[src/rtl/operand_sequencer.sv]
// Operand sequencer: buffers 3-bit samples in a 4-deep FIFO, gathers them into
// three operand registers and steps the datapath through load/feedback frames.
module operand_sequencer (
    input  logic       clk,
    input  logic       reset,
    input  logic       in_valid,
    input  logic [2:0] in_data,
    output logic       in_ready,
    input  logic       cfg_we,
    input  logic [2:0] cfg_a1,
    input  logic [2:0] cfg_a2,
    input  logic [2:0] cfg_iter,
    output logic [2:0] x1,
    output logic [2:0] x2,
    output logic [2:0] x3,
    output logic [2:0] a1,
    output logic [2:0] a2,
    output logic       ant,
    output logic       frame_start,
    output logic       frame_done,
    output logic       busy
);
    localparam int unsigned DW    = 3;
    localparam int unsigned DEPTH = 4;
    localparam int unsigned PW    = 2;
    localparam int unsigned CW    = 3;

    typedef enum logic [2:0] {
        IDLE    = 3'd0,
        COLLECT = 3'd1,
        LOAD    = 3'd2,
        RUN     = 3'd3,
        DONE    = 3'd4
    } state_t;

    state_t        state, state_n;
    logic [DW-1:0] mem [DEPTH];
    logic [PW-1:0] wr_ptr, rd_ptr;
    logic [CW-1:0] count;
    logic [1:0]    idx;
    logic [CW-1:0] counter;
    logic [DW-1:0] stg_a1, stg_a2, stg_iter, act_iter;
    logic          push_c, pop_c, empty_c, full_c;

    // Full blocks a push even when a pop happens in the same cycle.
    assign full_c   = (count == CW'(DEPTH));
    assign empty_c  = (count == '0);
    assign in_ready = !full_c;
    assign push_c   = in_valid && !full_c;

    // Next-state and pop decode
    always_comb begin
        state_n = state;
        pop_c   = 1'b0;
        case (state)
            IDLE:    if (!empty_c) state_n = COLLECT;
            COLLECT: begin
                if (!empty_c) begin
                    pop_c = 1'b1;
                    if (idx == 2'd2) state_n = LOAD;
                end
            end
            LOAD:    state_n = (act_iter == '0) ? DONE : RUN;
            RUN:     if (counter == CW'(1)) state_n = DONE;
            DONE:    state_n = empty_c ? IDLE : COLLECT;
            default: state_n = IDLE;
        endcase
    end

    always_ff @(posedge clk or negedge reset) begin
        if (!reset) state <= IDLE;
        else        state <= state_n;
    end

    // FIFO storage carries no reset; validity is tracked by count
    always_ff @(posedge clk) begin
        if (push_c) mem[wr_ptr] <= in_data;
    end

    always_ff @(posedge clk or negedge reset) begin
        if (!reset) begin
            wr_ptr <= '0;
            rd_ptr <= '0;
            count  <= '0;
        end else begin
            if (push_c) wr_ptr <= wr_ptr + PW'(1);
            if (pop_c)  rd_ptr <= rd_ptr + PW'(1);
            case ({push_c, pop_c})
                2'b10:   count <= count + CW'(1);
                2'b01:   count <= count - CW'(1);
                default: count <= count;
            endcase
        end
    end

    // Operand capture, config staging/activation and feedback counter
    always_ff @(posedge clk or negedge reset) begin
        if (!reset) begin
            idx      <= '0;
            x1       <= '0;
            x2       <= '0;
            x3       <= '0;
            stg_a1   <= '0;
            stg_a2   <= '0;
            stg_iter <= '0;
            a1       <= '0;
            a2       <= '0;
            act_iter <= '0;
            counter  <= '0;
        end else begin
            if (cfg_we) begin
                stg_a1   <= cfg_a1;
                stg_a2   <= cfg_a2;
                stg_iter <= cfg_iter;
            end
            if (pop_c) begin
                case (idx)
                    2'd0:    x1 <= mem[rd_ptr];
                    2'd1:    x2 <= mem[rd_ptr];
                    default: x3 <= mem[rd_ptr];
                endcase
                idx <= (idx == 2'd2) ? 2'd0 : idx + 2'd1;
            end
            if (state == COLLECT && state_n == LOAD) begin
                a1       <= stg_a1;
                a2       <= stg_a2;
                act_iter <= stg_iter;
            end
            if (state == LOAD)     counter <= act_iter;
            else if (state == RUN) counter <= counter - CW'(1);
        end
    end

    // Status flops are loaded from the next state so they align with the state register
    always_ff @(posedge clk or negedge reset) begin
        if (!reset) begin
            ant         <= 1'b0;
            frame_start <= 1'b0;
            frame_done  <= 1'b0;
            busy        <= 1'b0;
        end else begin
            ant         <= (state_n == RUN);
            frame_start <= (state_n == LOAD);
            frame_done  <= (state_n == DONE);
            busy        <= (state_n != IDLE);
        end
    end

endmodule

[config.mk]
export PLATFORM = sky130hd
export DESIGN_NAME = operand_sequencer
export DESIGN_NICKNAME = d
export VERILOG_FILES = /design/src/rtl/operand_sequencer.sv
export SDC_FILE = /design/constraint.sdc
export NUM_CORES = 1
export LEC_CHECK = 0
export CORE_ASPECT_RATIO = 1.4
export CORE_MARGIN = 4
export CORE_UTILIZATION = 35
export CTS_CLUSTER_DIAMETER = 200
export CTS_CLUSTER_SIZE = 14
export DETAILED_ROUTE_END_ITERATION = 10
export GPL_ROUTABILITY_DRIVEN = 0
export MAX_ROUTING_LAYER = met4
export PLACE_DENSITY_LB_ADDON = 0.05
export SLEW_MARGIN = 0
export SYNTH_ARGS = -nofsm -noshare
export SYNTH_HDL_FRONTEND = slang
export SYNTH_SLANG_ARGS = --single-unit
[constraint.sdc]
create_clock -name clk -period 4.5 [get_ports clk]
set_input_delay 0.45 -clock clk [delete_from_list [all_inputs] [get_ports clk]]
set_output_delay 0.45 -clock clk [all_outputs]
set_load 0.005 [all_outputs]
Word-level counts from Yosys, hierarchy flattened
Memories as Yosys holds them, arrays and structs flattened.
Cells that the tools add are included.

cells by class
  $add $sub $neg = 6
  eq/ne operators = 13
  multiplexer cells = 15
  bitwise logic cells = 1
  reduce and logical (&&, ||, !) cells = 14

operators by type and width
  kind                                                                    number
  3-bit two-way mux                                                       7
  3-bit case mux with 5 select lines                                      1
  3-bit by 2-bit equality test with 1-bit output (second input constant)  4
  3-bit equality test (second input constant)                             3
  3-bit zero test                                                         3
  2-bit by 1-bit adder with 2-bit output (second input constant)          3
  3-bit by 1-bit equality test with 1-bit output (second input constant)  2
  3-bit case mux with 2 select lines                                      1
  2-bit AND reduction                                                     3
  3-bit by 1-bit subtractor with 3-bit output (second input constant)     2
  1-bit two-way mux                                                       5
  2-bit by 1-bit equality test with 1-bit output (second input constant)  2
  2-bit equality test (second input constant)                             2
  2-bit nonzero test                                                      2
  3-bit by 1-bit adder with 3-bit output (second input constant)          1
  3-bit nonzero test                                                      1
  1-bit logical AND                                                       2
  2-bit zero test                                                         1
  2-bit two-way mux                                                       1
  2-bit OR reduction                                                      1
  1-bit zero test                                                         1
  1-bit NOT                                                               1

word-level totals
  register bits after elaboration = 46
  memory bits (writable) = 12
  input bits = 16
  word-level logic and storage cells = 69
  memories kept = 1

memory list
  memory  depth  bits a word  rd ports  clocked after Yosys merged registers in  wr ports  line  source
  mem     4      3            1         0                                        1         37    logic [DW-1:0] mem [DEPTH];

Logic depth before layout (Yosys ltp)
Gate-level depths: netlist of the first run.

  word-level depth = 6
  gate-level depth with buffers = 9
  gate-level depth less buffers = 9

Worst setup path after synthesis of the first run
Ideal clock, no wire load.

  path kind = flip-flop to flip-flop
  start = reg count[0]
  end = reg count[2]
  library setup time = 0.079 ns
  arrival = 2.067 ns
  required time = 4.421 ns
  setup slack = 2.353 ns
  cell stages (with the launch flop) = 10
  period minus slack after synthesis = 2.147 ns
  cells stage by stage = dfrtp_1 > or3b_1 > and2_1 > inv_1 > ha_1 > inv_1 > fa_1 > xor2_1 > nor2_1 > xor2_1

between the ends
  longest elaborated chain between the ends = 5

RTL lines
  element                                                                                       line  source
  from (decl)                                                                                   39    logic [CW-1:0] count;
  from (signal assigned)                                                                        89    2'b10: count <= count + CW'(1);
  from (signal assigned)                                                                        90    2'b01: count <= count - CW'(1);
  from (signal assigned)                                                                        91    default: count <= count;
  3-bit equality test (*)                                                                       46    assign full_c = (count == CW'(DEPTH));
  1-bit zero test (*)                                                                           n/a
  named net in_ready                                                                            8     output logic in_ready,
  1-bit logical AND (*)                                                                         49    assign push_c = in_valid && !full_c;
  2-bit by 1-bit equality test with 1-bit output / 2-bit equality test (equally long branches)  88    case ({push_c, pop_c})
  3-bit case mux with 2 select lines / 2-bit nonzero test (equally long branches)               n/a

The timed path passes the listed nets; every way through them passes the cells marked *.
A chain may end at the register's enable or synchronous reset.

Worst setup path in the final report of the first run
  start = reg state[0]
  end = reg count[2]

between the ends
  longest elaborated chain between the ends = 4

RTL lines
  element                                                                                       line  source
  from (decl)                                                                                   36    state_t state, state_n;
  from (signal assigned)                                                                        72    else state <= state_n;
  3-bit by 1-bit equality test with 1-bit output (*)                                            55    case (state)
  1-bit two-way mux (*)                                                                         55
  named net pop_c                                                                               43    logic push_c, pop_c, empty_c, full_c;
  2-bit by 1-bit equality test with 1-bit output / 2-bit equality test (equally long branches)  88
  3-bit case mux with 2 select lines / 2-bit nonzero test (equally long branches)               n/a

Marks and branches as above.

==> results_dict.tcl, run 1 <==
set metrics [dict create \
    synth-seq-area-share_pct 62.0 \
    synth_mux_area_share_pct 16.5 \
    ys_types 37 \
    finClkSkew_ns 0.00758 \
    cp-start-kind "flip-flop" \
    cts_tree "built" \
    yosys-top-cells-area "dfrtp_1 (47%), edfxtp_1 (15%), mux2_2 (9.2%), mux2_1 (3.7%), ha_1 (3.6%)" \
    final_layout_size_suffix_gt1_share_pct 21.8 \
    ir_drop_v 0.000277 \
    synth_top_area_share_pct 47.3 \
    grt_remaining_overflow 0 \
    fin_crit_sh_pct 53.8 \
    synth_ff_type "dfrtp_1" \
    p_per_area_nw_per_um2 687 \
    grt_pass1_vias 1523 \
    critical_path_arrival_ns 2.66 \
    fmax_mhz 413 \
    clock_sink_count 58 \
    vias 1415 \
    r2r-start "state[0]" \
    slowest_delay_ns 0.55 \
    grt_usage_pct 11.7 \
    coreArea_um2 6660 \
    critPathRequiredTime_ns 4.74 \
    cp_slowest_cell "dfrtp_1" \
    cts_resized 0 \
    dr.pass1.iters 4 \
    synth_area_leader_cell "dfrtp_1" \
    post_synth_and_or_nand_nor_area_fraction_pct 8.94 \
    die_w_um 78.5 \
    hold_buffers 0 \
    synth.most_common_cell "dfrtp_1" \
    setup_viol 0 \
    synthArstFlopShare_pct 79.3 \
    netlist_area_um2 2440 \
    clock_latency_ns 0.33 \
    layout.nets 230 \
    placedCellCount 287 \
    synth_compound_area_share_pct 3.03 \
    viasPerCell 4.67 \
    yosys-top-cells-count "dfrtp_1 (46), mux2_2 (20), edfxtp_1 (12), inv_1 (12), mux2_1 (8)" \
    clk_pin_slew_worst_paths_ns 0.06 \
    ys_seq_elements 58 \
    tns_ns 0 \
    relSlewSlack_pct 32.9 \
    yosys.area_share.adder_pct 4.42 \
    worstPathMaxFanout 12 \
    cp-end-kind "flip-flop" \
    synth_xor_area_share_pct 2.16 \
    synth_edf_count 12 \
    wl_um 4220 \
    maxCapViolations 0 \
    synthesis.nets 188 \
    power.leakage_nw 1.32 \
    die-area_um2 8380 \
    die_h_um 107 \
    drcViolationCount 0 \
    hold_class "in2async" \
    area_delta_synth_final_pct 26.5 \
    port_buffers 35 \
    rsz0062_at_grt "no" \
    outcome "finished clean" \
    min_period_ns 2.42 \
    antennaDiodeCount 0 \
    detail-route-antenna-nets 0 \
    crit_family "simple AND/OR/NAND/NOR gates" \
    clk_path_buf_depth 2 \
    cp-startpoint "state[0]" \
    worstPathBufferInverterCount 2 \
    syn-mean-instance-area_um2 14.9 \
    cts_buffers 9 \
    synth_top_family_by_area "multiplexers" \
    routedWlPerCell_um 13.9 \
    grt_pass1_wl_um 7300 \
    root_buffer "clkbuf_8" \
    cts_setup_buffers 0 \
    hpwl_um 3070 \
    ctsHtreeMaxLevel 3 \
    instances_no_fill 303 \
    synthCells 164 \
    initial_core_util_pct 36.6 \
    grt_max_degree 47 \
    io_pins 36 \
    worstMarginPinSlew_ns 1.01 \
    path_cells "nand2b_1 -> or3_1 -> inv_1 -> ha_1 -> inv_1 -> fa_1 -> xor2_1 -> nor2_1 -> xor2_1" \
    drt_iter0_markers 68 \
    drv_slew 0 \
    ys_warn_count 0 \
    finalHoldViolations 0 \
    antenna_found_initial 0 \
    rows 35 \
    critPathKind "reg2reg" \
]
==> per-stage QoR <==
step / power, mW / setup WS, ns / hold WS [ns] / cell area (um^2) / util, %
2_1_floorplan: 1.35 / 2.35 / 0.154 / 2440 / -
6_report: 2.12 / 2.08 / 0.289 / 3080 / 46.3
5_1_grt: 2.28 / 1.89 / 0.387 / 3080 / 46.3
3_5_place_dp: 1.68 / 2.10 / 0.475 / 2880 / 43.3
4_1_cts: 2.15 / 2.08 / 0.323 / 3080 / 46.3
3_3_place_gp: 1.64 / 2.18 / 0.468 / 2880 / 43.3
==> sequential cells by signal, indices dropped and copies added, names as in the netlist <==
name	cells
a1	3
a2	3
act_iter	3
ant	1
busy	1
count	3
counter	3
frame_done	1
frame_start	1
idx	2
mem	12
rd_ptr	2
state	3
stg_a1	3
stg_a2	3
stg_iter	3
wr_ptr	2
x1	3
x2	3
x3	3
==> final cells by class <==
type / count / area [um^2]
repair buffers: 36 / 353
multi-input cells: 89 / 855
flip-flops and latches: 58 / 1510
inverters: 12 / 45.0
clock buffers: 15 / 196
clock inverters: 1 / 5.00
well taps: 92 / 115
fillers: 633 / 3580
==> routing by layer <==
layer	GRT usage, %	vias to the layer above	part of all wire (%)
met5	-	-	0
met4	5.00	0	0.69
met3	4.45	2	4.6
met2	17.9	33	52
met1	13.9	713	42
li1	-	667	-
==> worst register-to-register path: stages, from the launching register on <==
cell      delay [ns]
dfrtp_1         0.55
nand2b_1        0.25
or3_1           0.45
inv_1           0.09
ha_1            0.17
inv_1           0.06
fa_1            0.37
xor2_1          0.15
nor2_1          0.11
xor2_1          0.16
==> kinds of logic (layout without fill, tap and decap cells) <==
| group | count (synthesis) | count (layout) |
|---|---|---|
| DFF | 58 | 58 |
| and+or+nand+nor | 31 | 31 |
| AOI/OAI and AO/OA | 11 | 11 |
| xor gates and xnor gates | 6 | 6 |
| buffers and inverters | 17 | 64 |
| muxes | 33 | 33 |
| adders and majority gates | 8 | 8 |
==> report_power, final <==
part / switching, mW / internal [mW]
clock network: 0.189 / 0.275
logic: 0.320 / 0.448
registers: 0.147 / 0.736
total: 0.656 / 1.46
==> layout by cell type (no fill, tap or decap), types with 2 or more instances in the layout <==
master,count
mux2i_1,2
xor2_1,3
clkbuf_8,14
nand2b_1,4
mux2_2,20
xnor2_1,3
mux4_2,3
nor2_1,5
nand2_1,3
ha_1,7
clkdlybuf4s50_1,34
nor4b_2,2
or3_1,2
and3_1,4
inv_1,12
a21o_1,2
o21ai_0,4
nor4_2,2
mux2_1,8
dfrtp_1,46
edfxtp_1,12
==> path summary, 6_finish.rpt <==
path / end / depth (start not counted) / slack (ns)
min in group clk: a2[1] / 1 / 0.48
setup reg to reg: count[2] / 9 / 2.08
max in group asynchronous: a1[0] / 1 / 3.57
hold reg to reg: a2[1] / 1 / 0.48
setup / recovery: count[2] / 9 / 2.08
hold / removal: x1[1] / 1 / 0.29
Power figures use the tool's default switching activity.
==> inputs of run 2 (changes only) <==
==> constraint.sdc (replaced) <==
create_clock -name clk -period 1.97 [get_ports clk]
set_input_delay 0.197 -clock clk [delete_from_list [all_inputs] [get_ports clk]]
set_output_delay 0.197 -clock clk [all_outputs]
set_load 0.005 [all_outputs]
==> run 2 against run 1 <==
- the run now ends with setup timing left
- critical endpoint unchanged
- flip-flop and latch count is the same
- critical path type unchanged
- design area grew 4.1%
- highest routed layer unchanged
- clock power grew 120%
- setup slack lost 2.2 ns
- largest power group is now combinational logic
==> results_dict.tcl, run 2 (synthesis gave the netlist of run 1 again) <==
set metrics [dict create \
    routedWlPerCell_um 14.7 \
    r2r-start "count[0]" \
    io_pins 36 \
    initial_core_util_pct 36.6 \
    fin_crit_sh_pct 104 \
    finClkSkew_ns 0.0102 \
    antennaDiodeCount 0 \
    p_per_area_nw_per_um2 1580 \
    hold_class "in2async" \
    area_delta_synth_final_pct 31.6 \
    grt_pass1_vias 1651 \
    whs_ns 0.278 \
    drt_iter0_markers 47 \
    finalPower_mw 5.08 \
    drv_slew 0 \
    cts_tree "built" \
    relSlewSlack_pct 66.9 \
    ir_drop_v 0.000575 \
    root_buffer "clkbuf_8" \
    clk_pin_slew_worst_paths_ns 0.07 \
    wl_um 4670 \
    grt_remaining_overflow 0 \
    violations "setup timing" \
    instances_no_fill 318 \
    final_layout_size_suffix_gt1_share_pct 28.3 \
    antenna_found_initial 0 \
    r2r_slack_ns -0.09 \
    setup_slack_ns -0.0858 \
    rows 35 \
    min_period_ns 2.06 \
    hpwl_um 3540 \
    finalHoldViolations 0 \
    worstMarginPinSlew_ns 0.493 \
    ctsHtreeMaxLevel 3 \
    clk_path_buf_depth 2 \
    largest_reg_flops 12 \
    worstPathMaxFanout 3 \
    placedCellCount 299 \
    viasPerCell 4.64 \
    outcome "finished, violations left" \
    clock_latency_ns 0.33 \
    regMostFlops "mem" \
    port_buffers 35 \
    critPathRequiredTime_ns 2.21 \
    layout_commonest_cell "dfrtp_1" \
    dr.pass1.iters 4 \
    drcViolationCount 0 \
    cts_buffers 9 \
    cp-end-kind "flip-flop" \
    coreArea_um2 6660 \
    vias 1475 \
    detail-route-antenna-nets 0 \
    r2r_cells 9 \
    rsz0062_at_grt "yes" \
    tns_ns -0.0858 \
    fmax_mhz 486 \
    die_w_um 78.5 \
    setup_viol 1 \
    r2r-end "count[2]" \
    die_h_um 107 \
    cp-start-kind "flip-flop" \
    mostFrequentLayoutCells "dfrtp_1 (46), clkdlybuf4s50_1 (33), mux2_2 (20)" \
    layout.nets 245 \
    grt_max_degree 23 \
    clock_sink_count 58 \
    grt_pass1_wl_um 8220 \
    power.leakage_nw 1.38 \
    critPathKind "reg2reg" \
    maxCapViolations 0 \
    die-area_um2 8380 \
    grt_usage_pct 13.2 \
    critical_path_arrival_ns 2.30 \
]
==> run 2: cell types whose count changed in the layout (fill, tap and decap cells not counted), moves of 2 or more <==
cell / change
clkbuf_1: +2
clkbuf_8: -5
clkinv_1: +2
inv_1: -2
buf_4: +14
==> run 2: routing by layer <==
layer | up-vias | wire [um] | global-route usage, %
met2 | 26 | 2590 | 22.2
met1 | 748 | 1850 | 14.4
met4 | 0 | 79 | 7.12
met3 | 8 | 154 | 2.86
li1 | 693 | - | -
met5 | - | 0 | -
==> run 2: worst max path at each step <==
stage	start	to	cells after the start
5_1_grt	count[2]	count[2]	9
4_1_cts	count[0]	count[2]	9
3_5_place_dp	count[0]	count[2]	9
3_3_place_gp	count[0]	count[2]	9
6_report	count[0]	count[2]	9
2_1_floorplan	count[0]	count[2]	9
==> run 2: what timing repair did <==
| item | CTS | global route |
|---|---|---|
| pin swaps | 6 | 1 |
| setup buffers | 1 | 1 |
| hold endpoints to repair | 12 | 0 |
| endpoints found under the setup margin | 2 | 1 |
| resized for setup | 2 | 0 |
| hold buffers | 1 | 0 |
==> run 2: report_power, final <==
group	switching (mW)	internal (mW)	leakage, nW	total, mW
clock network	0.434	0.575	0.0894	1.01
logic	0.867	1.24	0.625	2.10
registers	0.284	1.68	0.661	1.97
total	1.59	3.49	1.38	5.08
==> run 2: worst max-delay path: stages, from the launching register on <==
cell and delay, ns:
dfrtp_1 0.42, or3b_4 0.40, and2_4 0.16, inv_4 0.05
ha_4 0.13, inv_2 0.04, fa_2 0.34, xor2_1 0.17
nor2_1 0.11, xor2_1 0.16
==> run 2: through the flow <==
| stage | worst slack [ns] | cell area (um^2) | util [%] |
|---|---|---|---|
| 6_report | -0.0858 | 3210 | 48.2 |
| 5_1_grt | -0.160 | 3210 | 48.2 |
| 4_1_cts | -0.0939 | 3200 | 48.0 |
| 3_5_place_dp | -0.105 | 3000 | 45.1 |
| 3_3_place_gp | -0.000795 | 3000 | 45.1 |
| 2_1_floorplan | -0.0597 | 2470 | - |
==> run 2: layout make-up <==
type	instances	area, um^2
clock buffer	12	135
sequential	58	1510
tap	92	115
timing repair buffer	51	467
fill	611	3450
inverter	12	47.5
clock inverter	4	42.5
multi-input combinational	89	887
==> inputs of run 3 (changes only) <==
--- a/config.mk
+++ b/config.mk
@@ -5,9 +5,11 @@
 export SDC_FILE = /design/constraint.sdc
 export NUM_CORES = 1
 export LEC_CHECK = 0
+export CELL_PAD_IN_SITES_DETAIL_PLACEMENT = 1
+export CELL_PAD_IN_SITES_GLOBAL_PLACEMENT = 2
 export CORE_ASPECT_RATIO = 1.4
 export CORE_MARGIN = 4
-export CORE_UTILIZATION = 35
+export CORE_UTILIZATION = 25
 export CTS_CLUSTER_DIAMETER = 200
 export CTS_CLUSTER_SIZE = 14
 export DETAILED_ROUTE_END_ITERATION = 10
==> run 3 against run 2 <==
- the run still ends with setup timing left
- largest cell class unchanged
- die area up 36%
- combinational power about the same
- highest routed layer unchanged
- setup slack better by 0.034 ns
- non-clock buffer count down 1
- critical endpoint unchanged
- register-to-register slack better by 0.03 ns
==> results_dict.tcl, run 3 (synthesis gave the netlist of run 1 again) <==
set metrics [dict create \
    finClkSkew_ns 0.00617 \
    clock_latency_ns 0.32 \
    sequential_cell_area_um2 1510 \
    grt_pass1_vias 1729 \
    finalHoldViolations 0 \
    ctsHtreeMaxLevel 3 \
    finalPower_mw 5.71 \
    worstPathMaxFanout 3 \
    antenna_found_initial 0 \
    r2r_cells 9 \
    initial_core_util_pct 25.6 \
    wl_um 5390 \
    tns_ns -0.0517 \
    relSlewSlack_pct 56.5 \
    layout.nets 244 \
    grt_remaining_overflow 0 \
    hpwl_um 3990 \
    critPathRequiredTime_ns 2.21 \
    fmax_mhz 495 \
    r2r-end "count[2]" \
    nFillCells 994 \
    clk_path_buf_depth 2 \
    hold_class "in2async" \
    mostFrequentLayoutCells "dfrtp_1 (46), clkdlybuf4s50_1 (33), mux2_2 (20)" \
    r2r-start "count[2]" \
    vias 1476 \
    cp_slowest_cell "dfrtp_1" \
    grt_pass1_wl_um 8890 \
    setup_viol 1 \
    rsz0062_at_grt "yes" \
    maxCapViolations 0 \
    critPathKind "reg2reg" \
    clk_pin_slew_worst_paths_ns 0.05 \
    routedWlPerCell_um 15.1 \
    ir_drop_v 0.000557 \
    drcViolationCount 0 \
    coreArea_um2 9510 \
    drv_slew 0 \
    multi_input_area_um2 887 \
    drt_iter0_markers 32 \
    violations "setup timing" \
    outcome "finished, violations left" \
    rows 42 \
    grt_usage_pct 10.7 \
    die_w_um 91.4 \
    root_buffer "clkbuf_16" \
    area_delta_synth_final_pct 39.0 \
    cts_tree "built" \
    p_per_area_nw_per_um2 1690 \
    viasPerCell 4.13 \
    regMostFlops "mem" \
    port_buffers 35 \
    path_cells "or3b_4 -> and2_4 -> inv_2 -> ha_4 -> inv_2 -> fa_2 -> xor2_1 -> nor2_1 -> xor2_1" \
    io_pins 36 \
    slowest_delay_ns 0.43 \
    cp-start-kind "flip-flop" \
    min_period_ns 2.02 \
    critical_path_arrival_ns 2.26 \
    die_h_um 125 \
    cts_buffers 9 \
    power.leakage_nw 1.44 \
    dr.pass1.iters 4 \
    clock_sink_count 58 \
    worstMarginPinSlew_ns 0.653 \
    final_layout_size_suffix_gt1_share_pct 28.9 \
    detail-route-antenna-nets 0 \
    r2r_slack_ns -0.05 \
    antennaDiodeCount 0 \
    largest_reg_flops 12 \
    setup_slack_ns -0.0517 \
    die-area_um2 11400 \
    grt_max_degree 29 \
    fin_crit_sh_pct 103 \
    cp-end-kind "flip-flop" \
    layout_commonest_cell "dfrtp_1" \
]
run 3: cell count changes in the layout (fill, tap and decap cells not counted), sizes merged:
cell / previous run / this run
clkinv: 3 / 0
buf: 16 / 15
clkbuf: 12 / 15
run 3: metrics by stage:
stage               hold WS (ns)  setup slack [ns]  cell area (um^2)  utilization (%)  std cells
detailed placement         0.278            -0.105              3050             32.1        339
global placement           0.260          -0.00998              3050             32.1        339
CTS                        0.474           -0.0782              3390             35.6        357
global route               0.490            -0.140              3390             35.6        357
floorplan                -0.0986           -0.0597              2470                -        164
finish                     0.456           -0.0517              3390             35.6        357
run 3: how the worst max path moves through the flow:
stage | end | startpoint | slack [ns]
6_report | count[2] | count[2] | -0.05
5_1_grt | count[2] | count[1] | -0.14
4_1_cts | count[2] | count[1] | -0.08
3_5_place_dp | count[2] | count[0] | -0.11
3_3_place_gp | count[2] | count[0] | -0.01
2_1_floorplan | count[2] | count[0] | -0.06
run 3: per-layer routing:
| metal | global-route usage, % | share of wire, % |
|---|---|---|
| met2 | 18.6 | 56 |
| met4 | 4.53 | 1.4 |
| met3 | 4.11 | 4.3 |
| met1 | 10.6 | 38 |
| met5 | - | 0 |
run 3: final cells by class:
type | instances | share of cell area, %
Sequential cell | 58 | 44.6
Multi-Input combinational cell | 89 | 26.2
Timing Repair Buffer | 50 | 13.6
Clock buffer | 15 | 8.53
Tap cell | 132 | 4.88
Inverter | 12 | 1.33
Clock inverter | 1 | 0.887
run 3: worst max-delay path: cells and delay by family, from the launching register on:
family	cells	cell delay (ns)
xor+xnor	2	0.30
fa+ha+maj	2	0.44
buf+inv	2	0.09
flops	1	0.43
simple gates	3	0.67
run 3: what timing repair did:
item / in CTS / in global routing
pin swaps: 4 / 0
hold buffers: 1 / 0
endpoints found under the hold margin: 26 / 0
gates resized for setup: 1 / 0
setup buffers: 1 / 0
endpoints found under the setup margin: 2 / 1
run 3: power by group:
group / internal (mW) / switching, mW / total (mW)
clock network: 1.12 / 0.511 / 1.64
logic: 1.22 / 0.873 / 2.09
registers: 1.69 / 0.305 / 1.99
